### src/rtl/multicycle_control_unit_if.sv
// Control-unit <-> datapath/memory signal bundle for the multi-cycle processor.
// master = control unit, slave = datapath and shared memory side.
interface multicycle_control_unit_if #(
    parameter int unsigned OPCODE_W = 3,
    parameter int unsigned CNT_W    = 16
);
    logic [OPCODE_W-1:0] opcode;
    logic                zero;
    logic                mem_ready;
    logic                mem_req;
    logic                IorD;
    logic                MemRead;
    logic                MemWrite;
    logic                IRWrite;
    logic                PCWrite;
    logic                PCSrc;
    logic                ALUOp;
    logic                ALUSrc;
    logic                RegWrite;
    logic                MemToReg;
    logic                busy;
    logic                illegal;
    logic                mem_error;
    logic [CNT_W-1:0]    retired;

    modport master (
        input  opcode, zero, mem_ready,
        output mem_req, IorD, MemRead, MemWrite, IRWrite, PCWrite, PCSrc, ALUOp, ALUSrc,
               RegWrite, MemToReg, busy, illegal, mem_error, retired
    );

    modport slave (
        output opcode, zero, mem_ready,
        input  mem_req, IorD, MemRead, MemWrite, IRWrite, PCWrite, PCSrc, ALUOp, ALUSrc,
               RegWrite, MemToReg, busy, illegal, mem_error, retired
    );
endinterface

### src/rtl/multicycle_control_unit.sv
// Multi-cycle FETCH/DECODE/EXEC/MEM/WB control FSM with bounded memory handshake.
// Define CU_BRANCH_EN to decode opcode 011 as beq; otherwise 011 is illegal.
module multicycle_control_unit #(
    parameter int unsigned OPCODE_W    = 3,
    parameter int unsigned MEM_TIMEOUT = 8,
    parameter int unsigned CNT_W       = 16
) (
    input  logic                       clk,
    input  logic                       reset,
    multicycle_control_unit_if.master  bus
);
    localparam int unsigned WAIT_W = (MEM_TIMEOUT > 1) ? $clog2(MEM_TIMEOUT) : 1;

    localparam logic [OPCODE_W-1:0] OP_LW  = OPCODE_W'(3'b001);
    localparam logic [OPCODE_W-1:0] OP_SW  = OPCODE_W'(3'b100);
    localparam logic [OPCODE_W-1:0] OP_ADD = OPCODE_W'(3'b010);
`ifdef CU_BRANCH_EN
    localparam logic [OPCODE_W-1:0] OP_BEQ = OPCODE_W'(3'b011);
`endif

    typedef enum logic [2:0] {StReset, StFetch, StDecode, StExec, StMem, StWb} state_e;

    state_e              state_q, state_d;
    logic [OPCODE_W-1:0] op_q, op_d;
    logic [WAIT_W-1:0]   wait_q, wait_d;
    logic [CNT_W-1:0]    retired_q;
    logic                retire, timeout, legal, mem_access;
    logic                op_lw, op_sw, op_add;

    assign op_lw  = (op_q == OP_LW);
    assign op_sw  = (op_q == OP_SW);
    assign op_add = (op_q == OP_ADD);

`ifdef CU_BRANCH_EN
    assign legal = (bus.opcode == OP_LW) || (bus.opcode == OP_SW) || (bus.opcode == OP_ADD) ||
                   (bus.opcode == OP_BEQ);
`else
    assign legal = (bus.opcode == OP_LW) || (bus.opcode == OP_SW) || (bus.opcode == OP_ADD);
`endif

    // Derived from state, not from mem_req, to keep the timeout path loop-free.
    assign mem_access = (state_q == StFetch) || (state_q == StMem);
    assign timeout    = mem_access && !bus.mem_ready && (wait_q == WAIT_W'(MEM_TIMEOUT - 1));
    assign wait_d     = (mem_access && !bus.mem_ready && !timeout) ? wait_q + WAIT_W'(1)
                                                                    : '0;
    assign bus.busy    = (state_q != StReset);
    assign bus.retired = retired_q;

    always_comb begin
        state_d       = state_q;
        op_d          = op_q;
        retire        = 1'b0;
        bus.mem_req   = 1'b0;
        bus.IorD      = 1'b0;
        bus.MemRead   = 1'b0;
        bus.MemWrite  = 1'b0;
        bus.IRWrite   = 1'b0;
        bus.PCWrite   = 1'b0;
        bus.PCSrc     = 1'b0;
        bus.ALUOp     = 1'b0;
        bus.ALUSrc    = 1'b0;
        bus.RegWrite  = 1'b0;
        bus.MemToReg  = 1'b0;
        bus.illegal   = 1'b0;
        bus.mem_error = 1'b0;
        unique case (state_q)
            StReset: state_d = StFetch;
            StFetch: begin
                bus.mem_req = 1'b1;
                bus.MemRead = 1'b1;
                if (bus.mem_ready) begin
                    bus.IRWrite = 1'b1;
                    bus.PCWrite = 1'b1;
                    state_d     = StDecode;
                end else if (timeout) begin
                    bus.mem_error = 1'b1;
                    state_d       = StFetch;
                end
            end
            StDecode: begin
                op_d = bus.opcode;
                if (legal) begin
                    state_d = StExec;
                end else begin
                    bus.illegal = 1'b1;
                    state_d     = StFetch;
                end
            end
            StExec: begin
                bus.ALUOp  = 1'b1;
                bus.ALUSrc = op_lw || op_sw;
                if (op_lw || op_sw) begin
                    state_d = StMem;
                end else if (op_add) begin
                    state_d = StWb;
                end else begin
`ifdef CU_BRANCH_EN
                    if (op_q == OP_BEQ) begin
                        bus.PCWrite = bus.zero;
                        bus.PCSrc   = 1'b1;
                        retire      = 1'b1;
                    end
`endif
                    state_d = StFetch;
                end
            end
            StMem: begin
                bus.mem_req  = 1'b1;
                bus.IorD     = 1'b1;
                bus.MemRead  = op_lw;
                bus.MemWrite = op_sw;
                if (bus.mem_ready) begin
                    if (op_lw) begin
                        state_d = StWb;
                    end else begin
                        retire  = 1'b1;
                        state_d = StFetch;
                    end
                end else if (timeout) begin
                    // Abandon the access; the instruction does not retire.
                    bus.mem_error = 1'b1;
                    state_d       = StFetch;
                end
            end
            StWb: begin
                bus.RegWrite = 1'b1;
                bus.MemToReg = op_lw;
                retire       = 1'b1;
                state_d      = StFetch;
            end
            default: state_d = StReset;
        endcase
    end

    always_ff @(posedge clk or posedge reset) begin
        if (reset) begin
            state_q   <= StReset;
            op_q      <= '0;
            wait_q    <= '0;
            retired_q <= '0;
        end else begin
            state_q   <= state_d;
            op_q      <= op_d;
            wait_q    <= wait_d;
            if (retire) retired_q <= retired_q + CNT_W'(1);
        end
    end
endmodule
### src/flat_wrapper.sv
// flat-port wrapper written by rule: the top's interface ports become plain ports
module multicycle_control_unit_flat 
#(
    parameter int unsigned OPCODE_W    = 3,
    parameter int unsigned MEM_TIMEOUT = 8,
    parameter int unsigned CNT_W       = 16
)
  (clk, reset, bus_opcode, bus_zero, bus_mem_ready, bus_mem_req, bus_IorD, bus_MemRead, bus_MemWrite, bus_IRWrite, bus_PCWrite, bus_PCSrc, bus_ALUOp, bus_ALUSrc, bus_RegWrite, bus_MemToReg, bus_busy, bus_illegal, bus_mem_error, bus_retired);
  multicycle_control_unit_if #(.OPCODE_W(OPCODE_W), .CNT_W(CNT_W)) bus_i ();
  input  logic clk;
  input  logic reset;
  input wire logic [$bits(bus_i.opcode)-1:0] bus_opcode;
  input wire logic [$bits(bus_i.zero)-1:0] bus_zero;
  input wire logic [$bits(bus_i.mem_ready)-1:0] bus_mem_ready;
  output wire logic [$bits(bus_i.mem_req)-1:0] bus_mem_req;
  output wire logic [$bits(bus_i.IorD)-1:0] bus_IorD;
  output wire logic [$bits(bus_i.MemRead)-1:0] bus_MemRead;
  output wire logic [$bits(bus_i.MemWrite)-1:0] bus_MemWrite;
  output wire logic [$bits(bus_i.IRWrite)-1:0] bus_IRWrite;
  output wire logic [$bits(bus_i.PCWrite)-1:0] bus_PCWrite;
  output wire logic [$bits(bus_i.PCSrc)-1:0] bus_PCSrc;
  output wire logic [$bits(bus_i.ALUOp)-1:0] bus_ALUOp;
  output wire logic [$bits(bus_i.ALUSrc)-1:0] bus_ALUSrc;
  output wire logic [$bits(bus_i.RegWrite)-1:0] bus_RegWrite;
  output wire logic [$bits(bus_i.MemToReg)-1:0] bus_MemToReg;
  output wire logic [$bits(bus_i.busy)-1:0] bus_busy;
  output wire logic [$bits(bus_i.illegal)-1:0] bus_illegal;
  output wire logic [$bits(bus_i.mem_error)-1:0] bus_mem_error;
  output wire logic [$bits(bus_i.retired)-1:0] bus_retired;
  assign bus_i.opcode = bus_opcode;
  assign bus_i.zero = bus_zero;
  assign bus_i.mem_ready = bus_mem_ready;
  assign bus_mem_req = bus_i.mem_req;
  assign bus_IorD = bus_i.IorD;
  assign bus_MemRead = bus_i.MemRead;
  assign bus_MemWrite = bus_i.MemWrite;
  assign bus_IRWrite = bus_i.IRWrite;
  assign bus_PCWrite = bus_i.PCWrite;
  assign bus_PCSrc = bus_i.PCSrc;
  assign bus_ALUOp = bus_i.ALUOp;
  assign bus_ALUSrc = bus_i.ALUSrc;
  assign bus_RegWrite = bus_i.RegWrite;
  assign bus_MemToReg = bus_i.MemToReg;
  assign bus_busy = bus_i.busy;
  assign bus_illegal = bus_i.illegal;
  assign bus_mem_error = bus_i.mem_error;
  assign bus_retired = bus_i.retired;
  multicycle_control_unit #(.OPCODE_W(OPCODE_W), .MEM_TIMEOUT(MEM_TIMEOUT), .CNT_W(CNT_W)) u_core (.clk(clk), .reset(reset), .bus(bus_i));
endmodule
### config.mk
export PLATFORM = sky130hd
export DESIGN_NAME = multicycle_control_unit_flat
export DESIGN_NICKNAME = d
export VERILOG_FILES = /design/src/rtl/multicycle_control_unit_if.sv /design/src/rtl/multicycle_control_unit.sv /design/src/flat_wrapper.sv
export SDC_FILE = /design/constraint.sdc
export NUM_CORES = 1
export LEC_CHECK = 0
export CAP_MARGIN = 0
export CORE_UTILIZATION = 50
export CTS_CLUSTER_DIAMETER = 30
export DETAILED_ROUTE_END_ITERATION = 7
export PLACE_DENSITY = 0.87
export SLEW_MARGIN = 20
export SYNTH_ARGS = -nofsm -noshare
export SYNTH_HDL_FRONTEND = slang
export SYNTH_SLANG_ARGS = --single-unit
export TNS_END_PERCENT = 1
### constraint.sdc
create_clock -name clk -period 3.2 [get_ports clk]
set_input_delay 0.64 -clock clk [delete_from_list [all_inputs] [get_ports clk]]
set_output_delay 0.64 -clock clk [all_outputs]
set_load 0.03 [all_outputs]
==> results of run 1 <==
-- through the flow --
step | setup WS (ns) | std cells
floorplan | 0.453 | 120
global placement | 0.258 | 179
detailed placement | 0.234 | 179
CTS | 0.200 | 183
global route | 0.0249 | 183
finish | 0.208 | 183
-- metal layers --
metal,share of wire [%],GRT usage [%]
met3,4.3,3.19
met1,43,24.4
met5,0,0
met2,50,36.5
met4,1.7,10.1
-- critical path, delay by kind of cell, from the launching register on --
family | cells | cell delay [ns]
simple gates | 2 | 0.67
buf+inv | 1 | 0.69
flops | 1 | 0.50
compound gates | 1 | 0.19
-- power by group through the flow --
stage / clock (mW) / combinational [mW] / sequential [mW]
floorplan: 0 / 0.381 / 0.508
global placement: 0 / 0.596 / 0.491
detailed placement: 0 / 0.603 / 0.493
CTS: 0.141 / 0.608 / 0.486
global route: 0.152 / 0.654 / 0.502
finish: 0.136 / 0.604 / 0.487
-- logic make-up (layout without fill, tap and decap cells) --
logic type	count (synthesis)	in the layout	synth area share, %
other cells	1	1	0.292
fa+ha+maj	3	3	2.93
mux	4	4	3.51
xor+xnor	19	19	13.0
compound gates	10	10	4.88
simple gates	51	51	23.9
flops	25	25	48.8
buf+inv	7	42	2.73
-- final timing paths --
check | startpoint | endpoint | slack (ns) | cells past startpoint
worst max-delay path | u_core.state_q[0]$_DFF_PP0_ | bus_MemRead | 0.21 | 4
worst max register to register | u_core.state_q[1]$_DFF_PP0_ | u_core.bus.retired[8]$_DFFE_PP0P_ | 1.33 | 5
worst min-delay path | u_core.wait_q[0]$_DFF_PP0_ | u_core.wait_q[0]$_DFF_PP0_ | 0.44 | 1
min in group asynchronous | reset | u_core.bus.retired[7]$_DFFE_PP0P_ | 0.82 | 2
max in group asynchronous | reset | u_core.wait_q[1]$_DFF_PP0_ | 1.83 | 2
worst min register to register | u_core.wait_q[0]$_DFF_PP0_ | u_core.wait_q[0]$_DFF_PP0_ | 0.44 | 1
-- cell usage in the layout, fill, tap and decap left out --
cell,synthesis,layout
buf_4,2,1
and2_1,2,2
nor2_1,8,8
clkdlybuf4s50_1,0,34
clkbuf_4,0,3
inv_1,3,3
or3_1,2,2
a21oi_1,2,2
xnor2_1,15,15
clkbuf_1,1,1
nand2b_1,1,1
nand3_1,8,8
nor4_1,2,2
or3_4,2,2
o21a_1,1,1
nand2_1,7,7
nor3b_2,1,1
nor4b_1,2,2
a22o_1,1,1
nor2b_1,2,2
and4_1,2,2
conb_1,1,1
o32a_1,1,1
xor2_1,4,4
dfrtp_1,25,25
ha_1,3,3
o22ai_1,1,1
nand2b_2,1,1
nor4bb_1,1,1
nor4_2,1,1
and3_1,2,2
nor2_2,1,1
nand4_1,3,3
mux2_2,4,4
nor3_1,3,3
o21ai_0,4,4
-- final cells by class --
class | count | area, um2 | area share [%]
clock buffer | 4 | 26.3 | 1.58
inverter | 3 | 11.3 | 0.675
sequential | 25 | 626 | 37.5
tap | 28 | 35.0 | 2.10
multi-input combinational | 88 | 622 | 37.3
timing repair buffer | 35 | 348 | 20.9
-- registers in the layout, indices dropped and copies added, names as in the netlist --
signal / flops
u_core.bus.retired: 16
u_core.op_q: 3
u_core.state_q: 3
u_core.wait_q: 3
==> impl_metrics.json, run 1 <==
{
  "first_pass_iters": 4,
  "fmax_mhz": 334,
  "wire_per_inst_um": 13.1,
  "crit_fanout": 9,
  "grt_overflow": 0,
  "end_kind": "output port",
  "postRouteAntennaNets": 0,
  "num_antenna_cells": 0,
  "cts_resized": 0,
  "numCtsBuffers": 3,
  "dpl-instance-area_um2": 1640,
  "grt_antenna_before_repair": 0,
  "synth_top_cell_area_share_pct": 48.8,
  "final_hold_viol_count": 0,
  "outcome": "completed",
  "die_h_um": 52.6,
  "synth-seq-cells": 25,
  "pwr-share-seq_pct": 39.7,
  "clockBufferDepth": 2,
  "vias_per_cell": 5.49,
  "drtIter0Drc": 9,
  "ios": 37,
  "hold_buffers": 0,
  "critical_path_required_ns": 2.56,
  "p_sw_share_pct": 42.9,
  "clk_pin_slew_ns": 0.12,
  "fp.coreArea_um2": 2320,
  "grt_setup_unrepaired": "no",
  "initial_utilization_pct": 55.3,
  "netlist_area_um2": 1280,
  "final-setup-viol-count": 0,
  "grt_pass1_wl_um": 4210,
  "row_count": 17,
  "grt_max_degree": 26,
  "synthTopCellsByArea": "dfrtp_1 49%, xnor2_1 10%, mux2_2 3.5%",
  "cts.sink_count": 25,
  "dp_hpwl_um": 1820,
  "syn_nets": 130,
  "areaGrowthSynthToFinish_pct": 30.0,
  "total_power_mw": 1.23,
  "period_needed_ns": 2.99,
  "clk_latency_ns": 0.31,
  "ys.flop_type": "dfrtp_1",
  "cts_tree": "built",
  "htreeDepth": 1,
  "gp_congestion": 0.790,
  "slowest_delay_ns": 0.69,
  "slew_violations": 0,
  "track_usage_pct": 20.8,
  "synth_cells": 120,
  "powerDensity_nw_per_um2": 735,
  "drc": 0,
  "fp.dieW_um": 52.6,
  "dr_total_vias": 1004,
  "design_area_um2": 1670,
  "yosysMostFrequentCell": "dfrtp_1",
  "io_buffers": 34,
  "start_kind": "flip-flop",
  "skew_ns": 0.00609,
  "ys_seq_area_share_pct": 48.8,
  "yosysWarnings": 0,
  "p_int_mw": 0.701,
  "first_global_vias": 979,
  "hold_path_class": "flip-flop to flip-flop",
  "fin_nets": 166,
  "critPathSlowestCell": "clkdlybuf4s50_1",
  "yosys-top-cells-count": "25 x dfrtp_1, 15 x xnor2_1, 8 x nand3_1, 8 x nor2_1, 7 x nand2_1",
  "final_util_pct": 71.9,
  "tightest_slew_ns": 0.908,
  "routed_wl_um": 2390,
  "cts_setup_buffers": 0,
  "fin_crit_sh_pct": 93.5,
  "worst-setup-path-type": "flip-flop to output port",
  "p_clk_share_pct": 11.1,
  "critPathArrivalTime_ns": 2.35,
  "synth.distinct_cells": 35,
  "root_buffer": "clkbuf_4",
  "drive_above_1_share_pct": 9.03,
  "p_switching_mw": 0.526,
  "finalSetupTns_ns": 0,
  "drv.max_cap_violation_count": 0,
  "yosysTopAreaCell": "dfrtp_1",
  "vdd_drop_max_mv": 0.521,
  "holdWs_ns": 0.444,
  "crit_chain": "nor4b_1, nand2_1, a21oi_1, clkdlybuf4s50_1",
  "slew_headroom_pct": 39.4,
  "synth-edff-count": 0,
  "die-area_um2": 2770,
  "power.static_leakage_nw": 0.688,
  "synthArstFlopShare_pct": 100,
  "comb_power_share_pct": 49.2,
  "fill_cells": 187,
  "postSynthAreaPerCell_um2": 10.7
}
No activity file was read; power rests on OpenSTA's default activity.
==> run 2: changes to the inputs <==
--- a/config.mk
+++ b/config.mk
@@ -9,6 +9,7 @@
 export CORE_UTILIZATION = 50
 export CTS_CLUSTER_DIAMETER = 30
 export DETAILED_ROUTE_END_ITERATION = 7
+export HOLD_SLACK_MARGIN = 0.1
 export PLACE_DENSITY = 0.87
 export SLEW_MARGIN = 20
 export SYNTH_ARGS = -nofsm -noshare
==> results of run 2 <==
Same layout as run 1: the final DEF is identical, and so are final timing and power.
==> run 3: changes to the inputs <==
--- a/config.mk
+++ b/config.mk
@@ -6,11 +6,11 @@
 export NUM_CORES = 1
 export LEC_CHECK = 0
 export CAP_MARGIN = 0
-export CORE_UTILIZATION = 50
+export CORE_UTILIZATION = 40
 export CTS_CLUSTER_DIAMETER = 30
 export DETAILED_ROUTE_END_ITERATION = 7
 export HOLD_SLACK_MARGIN = 0.1
-export PLACE_DENSITY = 0.87
+export PLACE_DENSITY = 0.72
 export SLEW_MARGIN = 20
 export SYNTH_ARGS = -nofsm -noshare
 export SYNTH_HDL_FRONTEND = slang
==> run 3 against run 2 <==
Net effect:
- sequential cell count is the same
- count of clock-buffer cells in the layout did not move
- clock power is essentially flat
- final cell count increased by 8.7%
- combinational power about the same
- design area up 1.2%
- sequential share of layout area fell by 0.44 points
- first-iteration DRC count grew to 3.7 times the previous value
- worst hold slack improved by 0.0031 ns
- clock skew up 0.0047 ns
- power grew 0.34%
==> impl_metrics.json, run 3 (synthesis gave the netlist of run 1 again) <==
{
  "vias_per_cell": 5.08,
  "reg2reg_to": "u_core.bus.retired[14]$_DFFE_PP0P_",
  "grt_pass1_wl_um": 4310,
  "hold-path-cell-count": 1,
  "num_antenna_cells": 0,
  "dp_hpwl_um": 1890,
  "final-setup-viol-count": 0,
  "powerDensity_nw_per_um2": 729,
  "io_buffers": 34,
  "dr_total_vias": 1011,
  "end_kind": "output port",
  "fp.dieW_um": 58.6,
  "die_h_um": 58.6,
  "hold_end": "u_core.wait_q[0]$_DFF_PP0_",
  "layout_commonest_cell": "clkdlybuf4s50_1",
  "pre_cts_ws_ns": 0.252,
  "drv.max_cap_violation_count": 0,
  "vdd_drop_max_mv": 0.499,
  "root_buffer": "clkbuf_4",
  "row_count": 20,
  "outcome": "completed",
  "drive_above_1_share_pct": 9.03,
  "drtIter0Drc": 33,
  "slew_headroom_pct": 38.2,
  "r2r_slack_ns": 1.32,
  "crit_fanout": 3,
  "postRouteAntennaNets": 0,
  "power.static_leakage_nw": 0.688,
  "fin_crit_sh_pct": 92.3,
  "ios": 37,
  "skew_ns": 0.0108,
  "worst-setup-path-type": "input pin to output port",
  "finalSetupTns_ns": 0,
  "dpl-instance-area_um2": 1660,
  "cts.sink_count": 25,
  "clk_latency_ns": 0.31,
  "drc": 0,
  "hold_path_class": "flip-flop to flip-flop",
  "fill_cells": 293,
  "critical_path_required_ns": 2.56,
  "grt_max_degree": 26,
  "hold_buffers": 0,
  "gp_congestion": 0.805,
  "htreeDepth": 1,
  "grt_setup_unrepaired": "no",
  "grt_overflow": 0,
  "r2r.worst_path.cells": 5,
  "slew_violations": 0,
  "clockBufferDepth": 2,
  "first_pass_iters": 4,
  "track_usage_pct": 16.3,
  "tightest_slew_ns": 0.925,
  "wire_per_inst_um": 12.6,
  "initial_utilization_pct": 42.0,
  "final_cell_mix": "34 x clkdlybuf4s50_1, 25 x dfrtp_1, 15 x xnor2_1",
  "final_util_pct": 55.3,
  "r2r_start": "u_core.state_q[1]$_DFF_PP0_",
  "grt_antenna_before_repair": 0,
  "total_power_mw": 1.23,
  "fmax_mhz": 338,
  "start_kind": "input pin",
  "critPathArrivalTime_ns": 2.32,
  "cts_setup_buffers": 0,
  "areaGrowthSynthToFinish_pct": 31.6,
  "fin_nets": 166,
  "cts_tree": "built",
  "period_needed_ns": 2.96,
  "first_global_vias": 1004,
  "fp.coreArea_um2": 3050,
  "setup_ws_ns": 0.245,
  "numCtsBuffers": 3,
  "routed_wl_um": 2500,
  "largest_reg_flops": 16,
  "final_hold_viol_count": 0,
  "clk_pin_slew_ns": 0.12,
  "design_area_um2": 1690,
  "cts_resized": 0,
  "worst_hold_startpoint": "u_core.wait_q[0]$_DFF_PP0_",
  "die-area_um2": 3440
}
run 3: cell counts in the layout (fill, tap and decap cells not counted):
No cell type changed its count.
run 3: area by class of cell:
| cell class | instances | area, um2 | area share [%] |
|---|---|---|---|
| sequential | 25 | 626 | 37.1 |
| inverter | 3 | 11.3 | 0.667 |
| tap | 44 | 55.1 | 3.26 |
| timing repair buffer | 35 | 348 | 20.6 |
| clock buffer | 4 | 26.3 | 1.56 |
| multi-input combinational | 88 | 622 | 36.8 |
run 3: how the worst max path moves through the flow:
stage,start,endpoint
2_1_floorplan,u_core.state_q[1]$_DFF_PP0_,bus_MemWrite
3_3_place_gp,bus_opcode[1],bus_illegal
3_5_place_dp,bus_opcode[1],bus_illegal
4_1_cts,bus_mem_ready,bus_mem_error
5_1_grt,u_core.state_q[0]$_DFF_PP0_,bus_MemRead
6_report,bus_opcode[1],bus_illegal
run 3: report_power, final:
group	internal [mW]	total [mW]	switching, mW
clock network	0.0486	0.134	0.0859
registers	0.383	0.493	0.110
logic	0.270	0.604	0.334
run 3: routing by layer:
layer  wire (um)  global-route usage [%]  up-vias
li1            -                       -      488
met1        1130                    20.0      480
met2        1210                    28.7       41
met3         149                    3.30        2
met4          14                    5.44        0
met5           0                       0        -
run 3: worst max-delay path: stages:
cell and delay [ns]:
clkdlybuf4s50_1 0.45, xor2_1 0.17, o21ai_0 0.21, nor2b_1 0.17, clkdlybuf4s50_1 0.68
run 3: metrics by stage:
step	hold slack, ns	cells
2_1_floorplan	0.409	120
3_3_place_gp	0.423	195
3_5_place_dp	0.439	195
4_1_cts	0.456	199
5_1_grt	0.458	199
6_report	0.447	199
